## config.mk

```make
export PLATFORM = sky130hd
export DESIGN_NAME = pipe_ctrl_sequencer
export DESIGN_NICKNAME = d
export VERILOG_FILES = /design/src/rtl/pipe_ctrl_sequencer_pkg.sv /design/src/rtl/pipe_ctrl_sequencer_fwd_unit.sv /design/src/rtl/pipe_ctrl_sequencer.sv
export SDC_FILE = /design/constraint.sdc
export NUM_CORES = 1
export LEC_CHECK = 0
export ABC_AREA = 1
export CORE_MARGIN = 5
export CORE_UTILIZATION = 30
export CTS_BUF_LIST = sky130_fd_sc_hd__clkbuf_4
export DETAILED_ROUTE_END_ITERATION = 10
export SETUP_SLACK_MARGIN = 0.02
export SYNTH_ARGS = -nofsm -noshare
export SYNTH_HDL_FRONTEND = slang
export SYNTH_SLANG_ARGS = --single-unit
```

## constraint.sdc

```tcl
create_clock -name clk -period 1.8 [get_ports clk]
set_clock_uncertainty 0.1 [all_clocks]
set_input_delay 0.27 -clock clk [delete_from_list [all_inputs] [get_ports clk]]
set_output_delay 0.27 -clock clk [all_outputs]
set_load 0.01 [all_outputs]
```

## src/rtl/pipe_ctrl_sequencer_pkg.sv

```systemverilog
// Purpose: shared definitions for the pipeline control sequencer:
//   control-bundle widths and bit positions, PC-select and forwarding codes,
//   sequencer state encoding, per-stage pipeline register payloads, and the
//   forwarding compare helper.
// Ports: none (package).
package pipe_ctrl_sequencer_pkg;

   localparam int unsigned EX_W  = 4;   // {RegDst, ALUOp[1:0], ALUSrc}
   localparam int unsigned MEM_W = 3;   // {MemRead, MemWrite, MemtoReg}
   localparam int unsigned WB_W  = 2;   // {RegWrite, MemtoReg}
   localparam int unsigned REG_W = 5;

   localparam int unsigned EX_REGDST   = 3;
   localparam int unsigned MEM_MEMREAD = 2;
   localparam int unsigned MEM_MEMWRT  = 1;
   localparam int unsigned WB_REGWRITE = 1;

   localparam logic [1:0] PC_SEL_PC4 = 2'b00;
   localparam logic [1:0] PC_SEL_BR  = 2'b01;
   localparam logic [1:0] PC_SEL_J   = 2'b10;
   localparam logic [1:0] PC_SEL_JR  = 2'b11;

   localparam logic [1:0] FWD_RF    = 2'b00;
   localparam logic [1:0] FWD_EXMEM = 2'b10;
   localparam logic [1:0] FWD_MEMWB = 2'b01;

   typedef enum logic [1:0] {
      ST_RUN    = 2'b00,
      ST_LSTALL = 2'b01,
      ST_MWAIT  = 2'b10
   } state_t;

   // ID/EX register payload
   typedef struct packed {
      logic [EX_W-1:0]  ex;
      logic [MEM_W-1:0] mem;
      logic [WB_W-1:0]  wb;
      logic             branch;
      logic [REG_W-1:0] rs;
      logic [REG_W-1:0] rt;
      logic [REG_W-1:0] dst;
   } idex_t;

   // EX/MEM register payload
   typedef struct packed {
      logic [MEM_W-1:0] mem;
      logic [WB_W-1:0]  wb;
      logic [REG_W-1:0] dst;
   } exmem_t;

   // MEM/WB register payload
   typedef struct packed {
      logic [WB_W-1:0]  wb;
      logic [REG_W-1:0] dst;
   } memwb_t;

   // A later stage supplies an operand when it writes a non-zero matching register
   function automatic logic fwd_hit(input logic             regwrite,
                                    input logic [REG_W-1:0] dst,
                                    input logic [REG_W-1:0] src);
      return regwrite && (dst != '0) && (dst == src);
   endfunction

endpackage

```

## src/rtl/pipe_ctrl_sequencer_fwd_unit.sv

```systemverilog
// Purpose: combinational ALU operand forwarding select for the instruction in EX.
// Ports:
//   i_ex_rs / i_ex_rt         source registers of the instruction in EX
//   i_exmem_regwrite/_dst     EX/MEM write-back intent and destination
//   i_memwb_regwrite/_dst     MEM/WB write-back intent and destination
//   o_fwd_a / o_fwd_b         operand selects (00 regfile, 10 EX/MEM, 01 MEM/WB)
module pipe_ctrl_sequencer_fwd_unit
   import pipe_ctrl_sequencer_pkg::*;
(
   input  logic [REG_W-1:0] i_ex_rs,
   input  logic [REG_W-1:0] i_ex_rt,
   input  logic             i_exmem_regwrite,
   input  logic [REG_W-1:0] i_exmem_dst,
   input  logic             i_memwb_regwrite,
   input  logic [REG_W-1:0] i_memwb_dst,
   output logic [1:0]       o_fwd_a,
   output logic [1:0]       o_fwd_b
);

   // EX/MEM holds the younger result, so it is checked first
   always_comb begin
      o_fwd_a = FWD_RF;
      o_fwd_b = FWD_RF;
      if (fwd_hit(i_exmem_regwrite, i_exmem_dst, i_ex_rs))
         o_fwd_a = FWD_EXMEM;
      else if (fwd_hit(i_memwb_regwrite, i_memwb_dst, i_ex_rs))
         o_fwd_a = FWD_MEMWB;
      if (fwd_hit(i_exmem_regwrite, i_exmem_dst, i_ex_rt))
         o_fwd_b = FWD_EXMEM;
      else if (fwd_hit(i_memwb_regwrite, i_memwb_dst, i_ex_rt))
         o_fwd_b = FWD_MEMWB;
   end

endmodule

```

## src/rtl/pipe_ctrl_sequencer.sv

```systemverilog
// Purpose: carries decoded EX/MEM/WB control bundles through the ID/EX, EX/MEM
//   and MEM/WB registers of a 5-stage MIPS pipeline, resolves load-use stalls,
//   branch/jump redirects and data-memory wait states, and drives PC/IF-ID
//   enables, PC select and operand forwarding selects.
// Ports:
//   clk, rst                       clock, synchronous active-high reset
//   id_ex/id_mem/id_wb             control bundles from decode
//   id_branch/id_jump/id_jr        control-flow decode flags
//   id_rs/id_rt/id_rd              register fields of the instruction in ID
//   ex_zero                        ALU zero flag of the instruction in EX
//   mem_ready                      data memory access completes this cycle
//   pc_write/ifid_write/ifid_flush PC and IF/ID controls (combinational)
//   pc_sel                         next-PC source (combinational)
//   ex_ctrl/mem_ctrl/wb_ctrl       registered stage control bundles
//   fwd_a/fwd_b                    forwarding selects (combinational)
//   mem_err                        sticky memory timeout flag
module pipe_ctrl_sequencer
   import pipe_ctrl_sequencer_pkg::*;
#(
   parameter int unsigned MEM_TIMEOUT = 16
) (
   input  logic             clk,
   input  logic             rst,
   input  logic [EX_W-1:0]  id_ex,
   input  logic [MEM_W-1:0] id_mem,
   input  logic [WB_W-1:0]  id_wb,
   input  logic             id_branch,
   input  logic             id_jump,
   input  logic             id_jr,
   input  logic [REG_W-1:0] id_rs,
   input  logic [REG_W-1:0] id_rt,
   input  logic [REG_W-1:0] id_rd,
   input  logic             ex_zero,
   input  logic             mem_ready,
   output logic             pc_write,
   output logic             ifid_write,
   output logic             ifid_flush,
   output logic [1:0]       pc_sel,
   output logic [EX_W-1:0]  ex_ctrl,
   output logic [MEM_W-1:0] mem_ctrl,
   output logic [WB_W-1:0]  wb_ctrl,
   output logic [1:0]       fwd_a,
   output logic [1:0]       fwd_b,
   output logic             mem_err
);

   localparam int unsigned CNT_W = $clog2(MEM_TIMEOUT + 1);

   state_t           r_state;
   state_t           w_state_nxt;
   idex_t            r_idex;
   idex_t            w_idex_nxt;
   exmem_t           r_exmem;
   exmem_t           w_exmem_nxt;
   memwb_t           r_memwb;
   memwb_t           w_memwb_nxt;
   logic [CNT_W-1:0] r_cnt;
   logic [CNT_W-1:0] w_cnt_nxt;
   logic             r_mem_err;
   logic             w_mem_err_nxt;

   idex_t            w_id_bundle;
   logic             w_mem_hold;
   logic             w_br_taken;
   logic             w_load_use;
   logic             w_pc_write;
   logic             w_ifid_write;
   logic             w_ifid_flush;
   logic [1:0]       w_pc_sel;

   // Decode-side payload for ID/EX; destination resolved here from RegDst
   always_comb begin
      w_id_bundle        = '0;
      w_id_bundle.ex     = id_ex;
      w_id_bundle.mem    = id_mem;
      w_id_bundle.wb     = id_wb;
      w_id_bundle.branch = id_branch;
      w_id_bundle.rs     = id_rs;
      w_id_bundle.rt     = id_rt;
      w_id_bundle.dst    = id_ex[EX_REGDST] ? id_rd : id_rt;
   end

   // A memory op in EX/MEM that has not completed freezes the whole pipe
   assign w_mem_hold = (r_exmem.mem[MEM_MEMREAD] | r_exmem.mem[MEM_MEMWRT]) & ~mem_ready;
   assign w_br_taken = r_idex.branch & ex_zero;
   assign w_load_use = r_idex.mem[MEM_MEMREAD] && (r_idex.dst != '0) &&
                       ((r_idex.dst == id_rs) || (r_idex.dst == id_rt));

   // State and pipeline registers
   always_ff @(posedge clk) begin
      if (rst) begin
         r_state   <= ST_RUN;
         r_idex    <= '0;
         r_exmem   <= '0;
         r_memwb   <= '0;
         r_cnt     <= '0;
         r_mem_err <= 1'b0;
      end else begin
         r_state   <= w_state_nxt;
         r_idex    <= w_idex_nxt;
         r_exmem   <= w_exmem_nxt;
         r_memwb   <= w_memwb_nxt;
         r_cnt     <= w_cnt_nxt;
         r_mem_err <= w_mem_err_nxt;
      end
   end

   // Next state, pipeline advance and hazard controls
   always_comb begin
      w_state_nxt   = r_state;
      w_idex_nxt    = r_idex;
      w_exmem_nxt   = r_exmem;
      w_memwb_nxt   = r_memwb;
      w_cnt_nxt     = r_cnt;
      w_mem_err_nxt = r_mem_err;
      w_pc_write    = 1'b0;
      w_ifid_write  = 1'b0;
      w_ifid_flush  = 1'b0;
      w_pc_sel      = PC_SEL_PC4;

      if (w_mem_hold) begin
         // Wait cycles are counted only once in MWAIT; saturate at the limit
         w_state_nxt = ST_MWAIT;
         if (r_state == ST_MWAIT && r_cnt != CNT_W'(MEM_TIMEOUT))
            w_cnt_nxt = r_cnt + CNT_W'(1);
      end else begin
         w_state_nxt     = ST_RUN;
         w_cnt_nxt       = '0;
         w_pc_write      = 1'b1;
         w_ifid_write    = 1'b1;
         w_memwb_nxt.wb  = r_exmem.wb;
         w_memwb_nxt.dst = r_exmem.dst;
         w_exmem_nxt.mem = r_idex.mem;
         w_exmem_nxt.wb  = r_idex.wb;
         w_exmem_nxt.dst = r_idex.dst;
         if (w_br_taken) begin
            w_pc_sel     = PC_SEL_BR;
            w_ifid_flush = 1'b1;
            w_idex_nxt   = '0;
         end else if (w_load_use) begin
            // Hold PC and IF/ID one cycle while a bubble separates load and user
            w_pc_write   = 1'b0;
            w_ifid_write = 1'b0;
            w_idex_nxt   = '0;
            w_state_nxt  = ST_LSTALL;
         end else begin
            w_idex_nxt = w_id_bundle;
            if (id_jump) begin
               w_pc_sel     = id_jr ? PC_SEL_JR : PC_SEL_J;
               w_ifid_flush = 1'b1;
            end
         end
      end

      if (r_state == ST_MWAIT && r_cnt == CNT_W'(MEM_TIMEOUT))
         w_mem_err_nxt = 1'b1;

      // Reset keeps the front end parked on a NOP
      if (rst) begin
         w_pc_write   = 1'b0;
         w_ifid_write = 1'b0;
         w_ifid_flush = 1'b1;
         w_pc_sel     = PC_SEL_PC4;
      end
   end

   pipe_ctrl_sequencer_fwd_unit u_fwd (
      .i_ex_rs          (r_idex.rs),
      .i_ex_rt          (r_idex.rt),
      .i_exmem_regwrite (r_exmem.wb[WB_REGWRITE]),
      .i_exmem_dst      (r_exmem.dst),
      .i_memwb_regwrite (r_memwb.wb[WB_REGWRITE]),
      .i_memwb_dst      (r_memwb.dst),
      .o_fwd_a          (fwd_a),
      .o_fwd_b          (fwd_b)
   );

   assign pc_write   = w_pc_write;
   assign ifid_write = w_ifid_write;
   assign ifid_flush = w_ifid_flush;
   assign pc_sel     = w_pc_sel;
   assign ex_ctrl    = r_idex.ex;
   assign mem_ctrl   = r_exmem.mem;
   assign wb_ctrl    = r_memwb.wb;
   assign mem_err    = r_mem_err;

endmodule

```

# Word-level counts from Yosys, hierarchy flattened

Cells that the tools add are included.

Register bits: 50
Bits of input ports: 31
Logic and storage cells: 72

$add $sub $neg: 1
Eq/ne operators: 9
Muxes and demuxes: 25
Bitwise gates (word level): 5
Reduce and logical (&&, ||, !) cells: 16

Operators by type and width:

| operator                                    | count |
|---|---|
| two-way mux 25 bit                          | 2 |
| == test 5 bit                               | 6 |
| two-way mux 2 bit                           | 8 |
| nonzero test 5 bit                          | 3 |
| two-way mux 1 bit                           | 14 |
| logical AND 1 bit                           | 10 |
| adder 5 x 1 -> 5 bit, second input constant | 1 |
| == test 5 bit, second input constant        | 1 |
| two-way mux 5 bit                           | 1 |
| != test 5 bit, second input constant        | 1 |
| OR reduction 3 bit                          | 1 |
| bitwise AND 1 bit                           | 2 |
| == test 2 bit, second input constant        | 1 |
| inverter 1 bit                              | 2 |
| OR reduction 2 bit                          | 1 |
| logical OR 1 bit                            | 1 |
| OR 1 bit                                    | 1 |

# Longest topological paths before layout

Gate-level depths: netlist of the first run.

Depth in word-level cells: 7
Depth in mapped cells: 10
Gate-level depth less buffers: 9

# Cells and area by module

From an unflattened synthesis of the first run, not the netlist that was laid out.

Cells, all modules: 368
Area total of the unflattened synthesis: 2534.9 um2

Modules (own cells, without submodules):

| module                       | times used | cells each | area an instance (um2) | sequential area each (um2) |
|---|---|---|---|---|
| pipe_ctrl_sequencer          | 1          | 287        | 2170.8                 | 1001.0 |
| pipe_ctrl_sequencer_fwd_unit | 1          | 81         | 364.1                  | 0.0 |

# Worst setup path before layout of the first run

Ideal clock, no wire load.

Path kind: register -> output
From: reg r_exmem[3] (netlist bit)
To: out fwd_a[0]
Arrival: 1224 ps
Required time: 1430 ps
Path slack: 206 ps
Cell stages (with the launch flop): 6
Path buffers: 0
Cell sequence: dfxtp_1 -> inv_1 -> nand3_1 -> o21ai_0 -> nor4_1 -> nor2_1

Cells in the longest elaborated chain, start to end: 4
Elaborated cells on any way between the ends: 5
Those cells by class: 1 x eq/ne; 1 x mux; 3 x reduce/logical

Ends and longest elaborated chain:

| item                   | RTL line                           | RTL |
|---|---|---|
| start, declared        | pipe_ctrl_sequencer.sv:53          | `exmem_t r_exmem;` |
| start signal, assigned | pipe_ctrl_sequencer.sv:101         | `r_exmem <= w_exmem_nxt;` |
| nonzero test 5 bit     | pipe_ctrl_sequencer_pkg.sv:61      | `return regwrite && (dst != '0) && (dst == src);` |
| logical AND 1 bit      | pipe_ctrl_sequencer_pkg.sv:61      |  |
| logical AND 1 bit *    | pipe_ctrl_sequencer_pkg.sv:61      |  |
| two-way mux 2 bit *    | pipe_ctrl_sequencer_fwd_unit.sv:24 | `if (fwd_hit(i_exmem_regwrite, i_exmem_dst, i_ex_rs))` |
| end, declared          | pipe_ctrl_sequencer.sv:42          | `output logic [1:0] fwd_a,` |

Mark *: on every way between the ends. The rest lies on a longest branch, timed or not.

# Worst setup path in the final report of the first run

From: reg r_idex[1] (netlist bit)
To: out ifid_flush

Cells in the longest elaborated chain, start to end: 7
Elaborated cells on any way between the ends: 10
Those cells by class: 2 x eq/ne; 4 x mux; 4 x reduce/logical

Ends and longest elaborated chain:

| item                                                  | RTL line                                             | RTL |
|---|---|---|
| start, declared                                       | pipe_ctrl_sequencer.sv:51                            | `idex_t r_idex;` |
| start signal, assigned                                | pipe_ctrl_sequencer.sv:100                           | `r_idex <= w_idex_nxt;` |
| == test 5 bit or nonzero test 5 bit (tied branches)   | pipe_ctrl_sequencer.sv:87, pipe_ctrl_sequencer.sv:86 |  |
| logical OR 1 bit or logical AND 1 bit (tied branches) | pipe_ctrl_sequencer.sv:87, pipe_ctrl_sequencer.sv:86 |  |
| logical AND 1 bit *                                   | pipe_ctrl_sequencer.sv:86                            | `assign w_load_use = r_idex.mem[MEM_MEMREAD] && (r_idex.dst != '0) &&` |
| two-way mux 1 bit *                                   | pipe_ctrl_sequencer.sv:140                           | `end else if (w_load_use) begin` |
| two-way mux 1 bit *                                   | pipe_ctrl_sequencer.sv:136                           | `if (w_br_taken) begin` |
| two-way mux 1 bit *                                   | pipe_ctrl_sequencer.sv:121                           | `if (w_mem_hold) begin` |
| two-way mux 1 bit *                                   | pipe_ctrl_sequencer.sv:159                           | `if (rst) begin` |
| end, declared                                         | pipe_ctrl_sequencer.sv:37                            | `output logic ifid_flush,` |

Marks and branches as above.

==> results of run 1 <==
-- worst min-delay path, delay by kind of cell --
family,cells,cell delay [ns]
AND/OR/NAND/NOR,2,0.14
buffers and inverters,1,0.13
-- placed cells by master (no fill, tap or decap), types with 5 or more instances in the layout --
master / synthesis / routed
sky130_fd_sc_hd__xnor2_1: 13 / 8
sky130_fd_sc_hd__buf_4: 11 / 46
sky130_fd_sc_hd__clkbuf_4: 0 / 5
sky130_fd_sc_hd__nand2_1: 75 / 68
sky130_fd_sc_hd__buf_6: 3 / 9
sky130_fd_sc_hd__nor2_1: 14 / 10
sky130_fd_sc_hd__dfxtp_4: 0 / 7
sky130_fd_sc_hd__xor2_1: 9 / 8
sky130_fd_sc_hd__nand3_2: 4 / 6
sky130_fd_sc_hd__nand4_1: 6 / 6
sky130_fd_sc_hd__o22ai_1: 11 / 11
sky130_fd_sc_hd__nand3_1: 29 / 26
sky130_fd_sc_hd__xnor2_2: 0 / 5
sky130_fd_sc_hd__nand2_2: 3 / 9
sky130_fd_sc_hd__inv_2: 3 / 12
sky130_fd_sc_hd__clkdlybuf4s50_1: 0 / 35
sky130_fd_sc_hd__dfxtp_1: 50 / 33
sky130_fd_sc_hd__inv_1: 41 / 31
sky130_fd_sc_hd__buf_2: 3 / 5
sky130_fd_sc_hd__dfxtp_2: 0 / 10
sky130_fd_sc_hd__o21ai_0: 21 / 18
-- power by group --
part	total [uW]	leakage (uW)	internal (uW)	switching, uW
combinational	554	0.00117	302	252
sequential	1230	0.000419	1170	58.1
clock	545	0.0000318	160	385
-- area by class of cell --
class | count | share of cell area
multi-input combinational | 207 | 0.353
sequential | 50 | 0.295
timing repair buffer | 100 | 0.249
inverter | 45 | 0.0486
tap | 102 | 0.0362
clock buffer | 5 | 0.0106
clock inverter | 3 | 0.00710
antenna | 1 | 0.000710
-- layer usage --
layer / part of all wire / GRT usage
met1: 0.46 / 0.159
met2: 0.48 / 0.212
met3: 0.039 / 0.0313
met4: 0.020 / 0.0466
met5: 0 / 0
-- sequential cells by signal (all words and copies together) (netlist names) --
register  count
r_exmem       7
ex_ctrl       4
r_idex       21
r_memwb       5
mem_ctrl      3
r_state       2
wb_ctrl       2
mem_err       1
r_cnt         5
-- repair_timing --
item / in CTS / in global routing
pin swaps: 16 / 24
endpoints found under the setup margin: 9 / 11
resized for setup: 83 / 32
buffers inserted: 5 / 1
-- cells by family after synthesis --
| kind of cell | count (synthesis) | share of synthesized area |
|---|---|---|
| AND/OR/NAND/NOR | 141 | 0.270 |
| flip-flops | 50 | 0.411 |
| AO/OA/AOI/OAI | 40 | 0.0920 |
| XOR/XNOR | 22 | 0.0792 |
| multiplexers | 2 | 0.00925 |
| adder cells (fa/ha/maj) | 2 | 0.0103 |
| buffers and inverters | 65 | 0.128 |
-- metrics by stage --
| step | setup WS, ns | cell area, sq um | instances | utilization | setup TNS [ns] |
|---|---|---|---|---|---|
| final | -0.248 | 3530 | 513 | 0.452 | -1.38 |
| after global placement | -0.616 | 3250 | 499 | 0.417 | -6.06 |
| after detailed placement | -0.634 | 3250 | 499 | 0.417 | -6.77 |
| after CTS | -0.235 | 3430 | 511 | 0.440 | -1.51 |
| after global routing | -0.335 | 3530 | 513 | 0.452 | -2.21 |
| after floorplan | 0.206 | 2430 | 322 | - | 0 |
-- worst min path at each step --
stage | from | end | slack [ns] | cells past startpoint
2_1_floorplan | id_mem[2] | r_idex[20] | 0.29 | 2
3_3_place_gp | r_idex[15] | r_idex[15] | 0.34 | 2
3_5_place_dp | r_idex[18] | r_idex[18] | 0.34 | 2
4_1_cts | id_rt[2] | r_idex[7] | 0.21 | 3
5_1_grt | id_rs[0] | r_idex[10] | 0.09 | 3
6_report | id_rs[0] | r_idex[10] | 0.09 | 3
==> results.sh, run 1 <==
export IMPL_run_status="complete, but fails checks"
export IMPL_failed_checks="negative setup slack"
export IMPL_yosys_cell_types_count=31
export IMPL_worstSetupStartpoint="r_idex[1]"
export IMPL_slew_limit_headroom=0.785
export IMPL_finalWeightedCongestion=0.809
export IMPL_worst_path_buf_inv=2
export IMPL_worst_setup_path_class="flip-flop to output pin"
export IMPL_critPathMaxFanout=3
export IMPL_routed_vias_inst=4.35
export IMPL_multi_input_area_sq_mm=0.00124
export IMPL_htreeDepth=2
export IMPL_die_h_um=100
export IMPL_postSynth_asyncResetShare=0
export IMPL_final_fill_count=783
export IMPL_timing_critical_path_required_ns=1.43
export IMPL_setup_viol=9
export IMPL_synth_cell_area_sq_mm=0.00243
export IMPL_synth_seq_area_share=0.411
export IMPL_initial_utilization=0.312
export IMPL_area_delta_synth_final_pct=44.9
export IMPL_postSynthNetCount=355
export IMPL_core_area_sq_mm=0.00781
export IMPL_master_of_the_slowest_instance_on_the_critical_path="sky130_fd_sc_hd__dfxtp_2"
export IMPL_postCtsHoldBufs=0
export IMPL_regArea_sq_mm=0.00104
export IMPL_antenna_violations_before_repair=1
export IMPL_io_buffers=49
export IMPL_io_pins=50
export IMPL_cts_clk_slew_worst_paths_ns=0.16
export IMPL_postRouteWirelength_mm=6.12
export IMPL_grt_first_pass_wirelength_mm=10.2
export IMPL_finalPower_uw=2330
export IMPL_critical_path_cell_chain="buf_6 -> nand2_1 -> nand2_1 -> nor2_1 -> nand3_1 -> nand2_2 -> nand3_4 -> nand3_2 -> nand2_1 -> buf_2"
export IMPL_antenna_left=0
export IMPL_vdd_ir_drop_worst_mv=0.256
export IMPL_max_clock_freq_mhz=488
export IMPL_maxSlewViolCount=0
export IMPL_first_global_vias=2266
export IMPL_post_synth_top_area_cell="sky130_fd_sc_hd__dfxtp_1"
export IMPL_wl_per_cell_um=11.9
export IMPL_fp_row_count=32
export IMPL_number_of_buffers_added_by_the_clock_tree_synthesis_step=5
export IMPL_dp_hpwl_mm=4.63
export IMPL_rr_endpoint="r_cnt[4]"
export IMPL_post_synth_top_count_cell="sky130_fd_sc_hd__nand2_1"
export IMPL_grt_setup_unrepaired="true"
export IMPL_yosysTopAreaCellShare=0.411
export IMPL_initialDrtViolationCount=94
export IMPL_clock_tree_buffer_depth=2
export IMPL_num_nets_final=442
export IMPL_drt_pass1_iterations=4
export IMPL_layout_drive_gt1_share=0.329
export IMPL_timing_critical_path_max_delay_family="simple AND/OR/NAND/NOR gates"
export IMPL_worstRegToRegCells=9
export IMPL_final_hold_viol_count=0
export IMPL_critPathMostFrequentCell="sky130_fd_sc_hd__nand2_1"
export IMPL_hold_ws_ns=0.0889
export IMPL_cp_slowest_stage_delay_ns=0.36
export IMPL_yosysWarnings=0
export IMPL_globalRouteOverflowTotal=0
export IMPL_max_cap_violations=0
export IMPL_synth_edff_count=0
export IMPL_worstSetupEndpointType="output pin"
export IMPL_reg2reg_from="r_cnt[0]"
export IMPL_worst_path_stages=10
export IMPL_detail_route_drc_violations=0
export IMPL_synth_seq_cells=50
export IMPL_static_leakage_power_uw=0.00162
export IMPL_crit_path_start_kind="flip-flop"
export IMPL_final_period_utilization=1.14
export IMPL_synth_avg_cell_area_sq_um=7.56
export IMPL_crit_arrival_ns=1.68
export IMPL_routed_via_count=2229
export IMPL_die_x_um=100
export IMPL_cts_sinks=50
export IMPL_powerDensity_mw_per_mm2=661
export IMPL_post_route_min_period_ns=2.05
export IMPL_synth_flop_cell="sky130_fd_sc_hd__dfxtp_1"
export IMPL_cts_root_buffer_cell="sky130_fd_sc_hd__clkbuf_4"
export IMPL_track_usage=0.127
export IMPL_ff2ff_setup_slack_ns=0.18
export IMPL_worst_setup_path_endpoint="ifid_flush"
export IMPL_design_die_area_sq_mm=0.0100
export IMPL_grt_start_max_net_pins=26
export IMPL_finalWorstSetupSlack_ns=-0.248
export IMPL_worst_skew_pair_late_latency_ns=0.39
export IMPL_synth_common_cells="sky130_fd_sc_hd__nand2_1 (75), sky130_fd_sc_hd__dfxtp_1 (50), sky130_fd_sc_hd__inv_1 (41), sky130_fd_sc_hd__nand3_1 (29), sky130_fd_sc_hd__o21ai_0 (21)"
export IMPL_synth_cells=322
export IMPL_cts_tree="yes"
export IMPL_synth_top_cells_by_area="sky130_fd_sc_hd__dfxtp_1 (41%), sky130_fd_sc_hd__nand2_1 (12%), sky130_fd_sc_hd__inv_1 (6.3%)"
export IMPL_hold_path_class="input port to flip-flop"
export IMPL_max_slew_worst_pin_slew_ns=0.320
Power figures use the tool's default switching activity.
==> inputs of run 2 (changes only) <==
Settings changed: SKIP_CTS_REPAIR_TIMING set to 1.
==> results.sh, run 2 (synthesis gave the netlist of run 1 again) <==
export IMPL_max_cap_violations=0
export IMPL_io_buffers=49
export IMPL_worst_skew_pair_late_latency_ns=0.38
export IMPL_cp_slowest_stage_delay_ns=0.52
export IMPL_crit_arrival_ns=1.69
export IMPL_max_slew_worst_pin_slew_ns=0.320
export IMPL_die_h_um=100
export IMPL_cts_clk_slew_worst_paths_ns=0.16
export IMPL_largest_reg_flops=21
export IMPL_initialDrtViolationCount=80
export IMPL_hold_end="r_idex[7]"
export IMPL_antenna_left=0
export IMPL_worstSetupStartpoint="id_rt[0]"
export IMPL_critical_path_cell_chain="clkdlybuf4s50_1 -> nand2_1 -> inv_1 -> nor2_1 -> nor2_2 -> nand3_1 -> nand2_2 -> nand3_4 -> nand2_2 -> nor2_1 -> buf_2"
export IMPL_final_hold_viol_count=0
export IMPL_first_global_vias=2219
export IMPL_powerDensity_mw_per_mm2=670
export IMPL_max_clock_freq_mhz=487
export IMPL_finalWorstSetupSlack_ns=-0.255
export IMPL_grt_start_max_net_pins=26
export IMPL_worst_setup_path_class="input port to output pin"
export IMPL_finalWeightedCongestion=0.809
export IMPL_dp_slack_ns=-0.634
export IMPL_grt_setup_unrepaired="true"
export IMPL_instances_no_fill=508
export IMPL_total_placed_instance_area_sq_mm=0.00325
export IMPL_vdd_ir_drop_worst_mv=0.285
export IMPL_failed_checks="negative setup slack"
export IMPL_final_core_utilization=0.444
export IMPL_cts_sinks=50
export IMPL_rr_endpoint="r_cnt[4]"
export IMPL_num_nets_final=438
export IMPL_die_x_um=100
export IMPL_track_usage=0.123
export IMPL_crit_path_start_kind="input port"
export IMPL_wl_per_cell_um=12.1
export IMPL_detail_route_drc_violations=0
export IMPL_critPathMaxFanout=4
export IMPL_static_leakage_power_uw=0.00159
export IMPL_initial_utilization=0.312
export IMPL_number_of_buffers_added_by_the_clock_tree_synthesis_step=5
export IMPL_worstSetupEndpointType="output pin"
export IMPL_routed_vias_inst=4.43
export IMPL_design_die_area_sq_mm=0.0100
export IMPL_reg2reg_from="r_cnt[0]"
export IMPL_cts_root_buffer_cell="sky130_fd_sc_hd__clkbuf_4"
export IMPL_registers_top_by_ff_count="r_idex"
export IMPL_fin_area_sq_mm=0.00347
export IMPL_layout_cells_most_common="sky130_fd_sc_hd__nand2_1"
export IMPL_setup_tns_ns=-1.77
export IMPL_antenna_violations_before_repair=0
export IMPL_placed_cells=499
export IMPL_layout_cells_most_common_list="sky130_fd_sc_hd__nand2_1 (71), sky130_fd_sc_hd__buf_4 (42), sky130_fd_sc_hd__inv_1 (37), sky130_fd_sc_hd__clkdlybuf4s50_1 (37), sky130_fd_sc_hd__dfxtp_1 (36)"
export IMPL_routed_via_count=2250
export IMPL_worstRegToRegCells=9
export IMPL_post_route_min_period_ns=2.06
export IMPL_antenna_cells=0
export IMPL_hold_path_class="input port to flip-flop"
export IMPL_globalRouteOverflowTotal=0
export IMPL_grt_first_pass_wirelength_mm=9.87
export IMPL_master_of_the_slowest_instance_on_the_critical_path="sky130_fd_sc_hd__clkdlybuf4s50_1"
export IMPL_fp_row_count=32
export IMPL_area_delta_synth_final_pct=42.5
export IMPL_maxSlewViolCount=0
export IMPL_ff2ff_setup_slack_ns=0.18
export IMPL_io_pins=50
export IMPL_clock_tree_buffer_depth=2
export IMPL_final_fill_count=793
export IMPL_slew_limit_headroom=0.785
export IMPL_final_period_utilization=1.14
export IMPL_drt_pass1_iterations=4
export IMPL_layout_drive_gt1_share=0.291
export IMPL_setup_viol=9
export IMPL_hold_path_startpoint="id_rt[2]"
export IMPL_run_status="complete, but fails checks"
export IMPL_htreeDepth=2
export IMPL_core_area_sq_mm=0.00781
export IMPL_timing_critical_path_max_delay_family="buffers and inverters"
export IMPL_cts_tree="yes"
export IMPL_postRouteWirelength_mm=6.14
export IMPL_dp_hpwl_mm=4.63
export IMPL_layout_top_registers="r_idex (21), r_exmem (7)"
export IMPL_timing_critical_path_required_ns=1.43
export IMPL_hold_path_depth=3
export IMPL_worst_path_buf_inv=3
==> run 2: changes by cell type in the layout (fill, tap and decap cells not counted), moves of 2 or more <==
cell | previous run | this run
sky130_fd_sc_hd__clkbuf_2 | 0 | 2
sky130_fd_sc_hd__nand2_1 | 68 | 71
sky130_fd_sc_hd__inv_2 | 12 | 7
sky130_fd_sc_hd__inv_1 | 31 | 37
sky130_fd_sc_hd__buf_4 | 46 | 42
sky130_fd_sc_hd__clkdlybuf4s50_1 | 35 | 37
sky130_fd_sc_hd__dfxtp_1 | 33 | 36
sky130_fd_sc_hd__dlygate4sd2_1 | 2 | 0
sky130_fd_sc_hd__dfxtp_4 | 7 | 3
sky130_fd_sc_hd__nand2_2 | 9 | 7
sky130_fd_sc_hd__buf_2 | 5 | 2
==> run 2: tightest hold or removal path, stage by stage <==
cell and delay (ns):
sky130_fd_sc_hd__dlymetal6s2s_1 0.16, sky130_fd_sc_hd__nand3_1 0.10, sky130_fd_sc_hd__nand2_1 0.05
==> run 2: layout make-up <==
class                      count  area (sq um)  area share
clock buffer                   5          37.5      0.0108
clock inverter                 3          25.0     0.00721
inverter                      45           169      0.0487
multi-input combinational    207          1230       0.354
sequential                    50          1030       0.296
tap                          102           128      0.0368
timing repair buffer          96           856       0.247
==> run 2: worst max-delay path by stage <==
stage	end	slack [ns]	cells after the start
floorplan	fwd_a[0]	0.21	5
finish	pc_sel[0]	-0.26	11
global placement	pc_sel[0]	-0.62	10
global route	pc_sel[0]	-0.37	10
detailed placement	ifid_write	-0.63	11
CTS	pc_sel[0]	-0.74	8
==> run 2: metrics by stage <==
step	hold WS, ns	power, uW
after CTS	0.322	2300
after floorplan	0.291	1510
after detailed placement	0.344	1750
after global placement	0.336	1750
after global routing	0.0980	2450
final	0.109	2320
==> run 2: report_power, final <==
part	switching [uW]	internal [uW]	leakage, uW	total (uW)
Sequential	56.6	1180	0.000416	1230
Clock	388	160	0.0000318	548
Combinational	247	294	0.00114	541
Total	692	1630	0.00159	2320
==> run 2: metal layers <==
layer | track usage | part of all wire | vias up
met5 | 0 | 0 | -
met2 | 0.202 | 0.49 | 38
met1 | 0.154 | 0.46 | 1012
met4 | 0.0508 | 0.018 | 0
met3 | 0.0285 | 0.041 | 10
li1 | - | - | 1190
